File: config.mk
export PLATFORM = sky130hd
export DESIGN_NAME = dct_blk_sched
export DESIGN_NICKNAME = d
export VERILOG_FILES = /design/src/rtl/dct_blk_sched.sv
export SDC_FILE = /design/constraint.sdc
export NUM_CORES = 1
export LEC_CHECK = 0
export ABC_AREA = 1
export CORE_AREA = 8 8 210 212
export DETAILED_ROUTE_END_ITERATION = 7
export DIE_AREA = 0 0 218 220
export GPL_ROUTABILITY_DRIVEN = 1
export PLACE_DENSITY = 0.59
export SLEW_MARGIN = 0
export SYNTH_ARGS = -nofsm -noshare
export SYNTH_HDL_FRONTEND = slang
export SYNTH_SLANG_ARGS = --single-unit
File: constraint.sdc
create_clock -name clk -period 4.1 [get_ports clk]
set_clock_uncertainty 0.15 [all_clocks]
set_input_delay 1.23 -clock clk [delete_from_list [all_inputs] [get_ports clk]]
set_output_delay 1.23 -clock clk [all_outputs]
set_load 0.02 [all_outputs]
File: src/rtl/dct_blk_sched.sv
// dct_blk_sched: gathers an 8-sample frame for the shared DCT coefficient
// bank, runs the bank for a fixed enable window, captures Z0..Z7 and
// serialises them to the RLE encoder over valid/ready.
module dct_blk_sched #(
    parameter int DATA_W  = 8,
    parameter int COEF_W  = 19,
    parameter int DCT_LAT = 8
) (
    input  logic                  clk,
    input  logic                  rst,
    input  logic                  in_valid,
    output logic                  in_ready,
    input  logic [DATA_W-1:0]     in_sample,
    input  logic                  flush,
    output logic [8*DATA_W-1:0]   dct_smp,
    output logic                  dct_en,
    output logic                  dct_cs,
    input  logic [8*COEF_W-1:0]   dct_coef,
    output logic                  out_valid,
    input  logic                  out_ready,
    output logic [COEF_W-1:0]     out_coef,
    output logic [2:0]            out_idx,
    output logic                  out_last,
    output logic                  busy,
    output logic [15:0]           frame_cnt
);

    typedef enum logic [1:0] {
        ST_FILL    = 2'b00,
        ST_COMPUTE = 2'b01,
        ST_DRAIN   = 2'b10
    } state_t;

    // Window length loaded into the down-counter when COMPUTE is entered.
    localparam logic [7:0] LAT_INIT = 8'(DCT_LAT);

    state_t                   state_q, state_d;
    logic [2:0]               fill_cnt_q, fill_cnt_d;
    logic [7:0][DATA_W-1:0]   smp_q, smp_d;
    logic [7:0]               lat_cnt_q, lat_cnt_d;
    logic [7:0][COEF_W-1:0]   res_q, res_d;
    logic [2:0]               out_idx_q, out_idx_d;
    logic [15:0]              frame_cnt_q, frame_cnt_d;
    logic                     in_ready_q, in_ready_d;
    logic                     dct_en_q, dct_en_d;
    logic                     dct_cs_q, dct_cs_d;
    logic                     out_valid_q, out_valid_d;
    logic                     out_last_q, out_last_d;
    logic                     busy_q, busy_d;
    logic [COEF_W-1:0]        out_coef_q, out_coef_d;

    logic [7:0][COEF_W-1:0]   coef_in_s;
    logic                     accept_s;
    logic                     flush_go_s;
    logic [3:0]               next_slot_s;

    assign coef_in_s = dct_coef;

    // Next-state, datapath and registered-output computation for all flops.
    always_comb begin
        state_d     = state_q;
        fill_cnt_d  = fill_cnt_q;
        smp_d       = smp_q;
        lat_cnt_d   = lat_cnt_q;
        res_d       = res_q;
        out_idx_d   = out_idx_q;
        frame_cnt_d = frame_cnt_q;
        out_coef_d  = out_coef_q;
        out_last_d  = out_last_q;

        accept_s    = (state_q == ST_FILL) && in_valid && in_ready_q;
        // First slot not holding a real sample once this cycle's sample lands.
        next_slot_s = {1'b0, fill_cnt_q} + {3'b000, accept_s};
        // A flush with nothing gathered (and nothing arriving) is ignored.
        flush_go_s  = (state_q == ST_FILL) && flush && (next_slot_s != 4'd0);

        case (state_q)
            ST_FILL: begin
                for (int k = 0; k < 8; k++) begin
                    if (accept_s && (fill_cnt_q == 3'(k))) begin
                        smp_d[k] = in_sample;
                    end else if (flush_go_s && (4'(k) >= next_slot_s)) begin
                        smp_d[k] = '0;
                    end else begin
                        smp_d[k] = smp_q[k];
                    end
                end
                if ((accept_s && (fill_cnt_q == 3'd7)) || flush_go_s) begin
                    state_d    = ST_COMPUTE;
                    fill_cnt_d = 3'd0;
                    lat_cnt_d  = LAT_INIT;
                end else if (accept_s) begin
                    fill_cnt_d = fill_cnt_q + 3'd1;
                end else begin
                    fill_cnt_d = fill_cnt_q;
                end
            end
            ST_COMPUTE: begin
                if (lat_cnt_q <= 8'd1) begin
                    // Bank output is valid at the end of the last window cycle.
                    res_d      = coef_in_s;
                    state_d    = ST_DRAIN;
                    out_idx_d  = 3'd0;
                    out_coef_d = coef_in_s[0];
                    out_last_d = 1'b0;
                end else begin
                    lat_cnt_d  = lat_cnt_q - 8'd1;
                end
            end
            ST_DRAIN: begin
                if (out_ready) begin
                    if (out_idx_q == 3'd7) begin
                        state_d     = ST_FILL;
                        out_idx_d   = 3'd0;
                        out_coef_d  = '0;
                        out_last_d  = 1'b0;
                        frame_cnt_d = frame_cnt_q + 16'd1;
                    end else begin
                        out_idx_d  = out_idx_q + 3'd1;
                        out_coef_d = res_q[out_idx_q + 3'd1];
                        out_last_d = (out_idx_q == 3'd6);
                    end
                end else begin
                    out_idx_d = out_idx_q;
                end
            end
            default: begin
                state_d    = ST_FILL;
                fill_cnt_d = 3'd0;
            end
        endcase

        in_ready_d  = (state_d == ST_FILL);
        dct_en_d    = (state_d == ST_COMPUTE);
        dct_cs_d    = (state_d == ST_COMPUTE);
        out_valid_d = (state_d == ST_DRAIN);
        busy_d      = (state_d == ST_COMPUTE) || (state_d == ST_DRAIN);
    end

    // State register and registered outputs with synchronous reset.
    always_ff @(posedge clk) begin
        if (rst) begin
            state_q     <= ST_FILL;
            fill_cnt_q  <= 3'd0;
            smp_q       <= '0;
            lat_cnt_q   <= 8'd0;
            res_q       <= '0;
            out_idx_q   <= 3'd0;
            frame_cnt_q <= 16'd0;
            in_ready_q  <= 1'b1;
            dct_en_q    <= 1'b0;
            dct_cs_q    <= 1'b0;
            out_valid_q <= 1'b0;
            out_last_q  <= 1'b0;
            busy_q      <= 1'b0;
            out_coef_q  <= '0;
        end else begin
            state_q     <= state_d;
            fill_cnt_q  <= fill_cnt_d;
            smp_q       <= smp_d;
            lat_cnt_q   <= lat_cnt_d;
            res_q       <= res_d;
            out_idx_q   <= out_idx_d;
            frame_cnt_q <= frame_cnt_d;
            in_ready_q  <= in_ready_d;
            dct_en_q    <= dct_en_d;
            dct_cs_q    <= dct_cs_d;
            out_valid_q <= out_valid_d;
            out_last_q  <= out_last_d;
            busy_q      <= busy_d;
            out_coef_q  <= out_coef_d;
        end
    end

    assign in_ready  = in_ready_q;
    assign dct_smp   = smp_q;
    assign dct_en    = dct_en_q;
    assign dct_cs    = dct_cs_q;
    assign out_valid = out_valid_q;
    assign out_coef  = out_coef_q;
    assign out_idx   = out_idx_q;
    assign out_last  = out_last_q;
    assign busy      = busy_q;
    assign frame_cnt = frame_cnt_q;

endmodule

==> impl_metrics.ini <==
[detailed_routing]
top_layer = met4
wl_um = 41700
wl_met2_um = 19400
drc = 0
wire_per_inst_um = 17.2
via_per_inst = 4.87
drtIter0Drc = 985
route.met3.wl_um = 2850
dr.pass1.iters = 6
ant_nets = 0
dr_total_vias = 11800
met1_length_um = 18500

[clock_network]
postCtsHoldBufs = 0
clock-root-buffer = clkbuf_16
cts_sinks = 272
post-cts-setup-buffers = 0
cts_tree = built
cts_buffers = 31
clkLatencyLatePin_ps = 590
htreeDepth = 1
cts.path.max_buffers = 3
path_clk_slew_ps = 60
cts_resized = 0

[logic_synthesis]
seq_area_frac_synth_pct = 45.1
synth-adder-area-share_pct = 2.17
synth_top_family_by_area = compound AO/OA/AOI/OAI gates
ys_types = 38
synth_seq_cells = 272
syn_inst = 1657
yosys.area_share.simple_pct = 20.9
ys_warn_count = 0
syn_area_per_cell_um2 = 7.29
syn-cell-area_um2 = 12100
synth_xor_area_share_pct = 0.217
synth_compound_area_share_pct = 21.4
muxShareOfSynthArea_pct = 0
syn_nets = 1843

[timing]
slew_headroom_pct = 31.2
fmax_ghz = 0.288
rsz0062_at_grt = no
fin_crit_sh_pct = 84.5
setup_tns_ps = 0
worst_pin_slew_ps = 1030
setup_viol = 0
fin_crit_ps = 3470
maxSlewViolCount = 0
finalHoldViolCount = 0

[placed_design]
hpwl_um = 29900
placed_area_um2 = 15100
port_buffers = 272
place_congestion = 0.831

[global_routing]
track_usage_pct = 16.5
grt_start_max_net_pins = 96
grt_overflow = 0
antenna_found_initial = 2
grt_pass1_wl_um = 63400
grt_pass1_vias = 11100

[floorplan]
die_h_um = 220
num_io_pins = 273
core_um2 = 40600
rows = 74
die_w_um = 218
die-area_um2 = 48000
start_util_pct = 29.8

[critical_path]
crit_path_max_fanout = 9
reg2reg_slack_ps = 1020
required_ps = 4400
cp-end-kind = register
path_class = in2reg
start_kind = input pin
cp.arrival_ps = 3770

[pwr]
switchingPower_w = 0.00427
internal-power_w = 0.00667
p_sw_share_pct = 39.0
vdd_drop_max_mv = 0.417
powerDensity_nw_per_um2 = 676
p_comb_share_pct = 39.2
seqPwrFrac_pct = 33.6
p_clk_share_pct = 27.3
total_leakage_power_nw = 6.26

[final_layout]
final_cell_mix = dfxtp_1 (271), clkdlybuf4s50_1 (271), a21oi_1 (236)
design_area_um2 = 16200
area_growth_pct = 34.0
drive_above_1_share_pct = 5.97
layout.nets = 2054

[run_status]
status = complete, no violations

[job]
cap_violations = 0

[min_path]
hold_path.class = reg2reg
==> critical path, cell delays in order <==
cell and delay (ps):
clkdlybuf4s50_1 500, nand2_1 150, nor2_8 120, ha_1 170, ha_1 260, nor2_1 220, nand3_2 100, nand2_2 130
nand3_4 140, nand2_1 90, inv_1 40, nor2_2 110, inv_2 60, ha_1 170, or2_2 260
==> kinds of logic after synthesis <==
logic type,Yosys count
simple gates,581
fa+ha+maj,21
flops,272
compound gates,491
xor+xnor,3
buf+inv,289
==> metal layers <==
| layer | up-vias | GRT usage (%) |
|---|---|---|
| met5 | - | 0 |
| met4 | 0 | 4.52 |
| met3 | 55 | 3.85 |
| met2 | 388 | 27.0 |
| li1 | 5864 | - |
| met1 | 5501 | 21.6 |
==> stage by stage <==
| stage | hold WS [ps] | worst slack (ps) | total power, W | std cells | util (%) |
|---|---|---|---|---|---|
| floorplan | 279 | 664 | 0.00667 | 1657 | - |
| global placement | 287 | 121 | 0.00793 | 2367 | 37.2 |
| detailed placement | 293 | 20.1 | 0.00801 | 2367 | 37.2 |
| CTS | 303 | 633 | 0.0110 | 2424 | 39.9 |
| global route | 320 | 483 | 0.0117 | 2425 | 39.9 |
| finish | 302 | 634 | 0.0109 | 2426 | 39.9 |
==> cell type report <==
type	count	area, um2
timing repair buffer	289	2890
clock inverter	15	218
multi-input combinational	1096	5400
tap	532	666
clock buffer	42	888
inverter	178	681
antenna	2	5.00
sequential	272	5450
fill	4147	24400
==> cells in the mapped netlist (all sizes together) <==
| cell type | n | area [um2] |
|---|---|---|
| nor2 | 222 | 886 |
| nor3 | 9 | 67.6 |
| o21a | 3 | 22.5 |
| dfxtp | 272 | 5450 |
| nand4 | 9 | 56.3 |
| buf | 46 | 325 |
| o211ai | 38 | 285 |
| a21oi | 236 | 1180 |
| or2 | 1 | 6.26 |
| inv | 177 | 672 |
| nor3b | 1 | 7.51 |
| clkinv | 1 | 3.75 |
| o21bai | 2 | 18.8 |
| nand2 | 220 | 851 |
| o21ai | 212 | 1070 |
| nand3 | 118 | 638 |
| xor2 | 2 | 17.5 |
| ha | 21 | 263 |
| xnor2 | 1 | 8.76 |
| clkbuf | 65 | 244 |
| nand3b | 1 | 11.3 |
==> flip-flops by register name, summed over array words and instances (netlist names), 2 cells and up <==
signal / count
state_q: 2
lat_cnt_q: 8
dct_smp: 64
out_coef: 19
out_idx: 3
fill_cnt_q: 3
res_q: 152
frame_cnt: 16
==> worst paths after layout <==
kind         startpoint  cells after the start         to
max reg2reg  state_q[0]                     16   in_ready
min           res_q[16]                      2  res_q[16]
min reg2reg   res_q[16]                      2  res_q[16]
max            in_valid                     15   in_ready
==> power by group through the flow <==
| stage | registers [W] | logic [W] | clock network, W |
|---|---|---|---|
| finish | 0.00367 | 0.00429 | 0.00298 |
| global placement | 0.00370 | 0.00422 | 0 |
| floorplan | 0.00379 | 0.00289 | 0 |
| CTS | 0.00367 | 0.00430 | 0.00305 |
| global route | 0.00374 | 0.00481 | 0.00316 |
| detailed placement | 0.00372 | 0.00429 | 0 |
(Power assumes the default switching activity.)
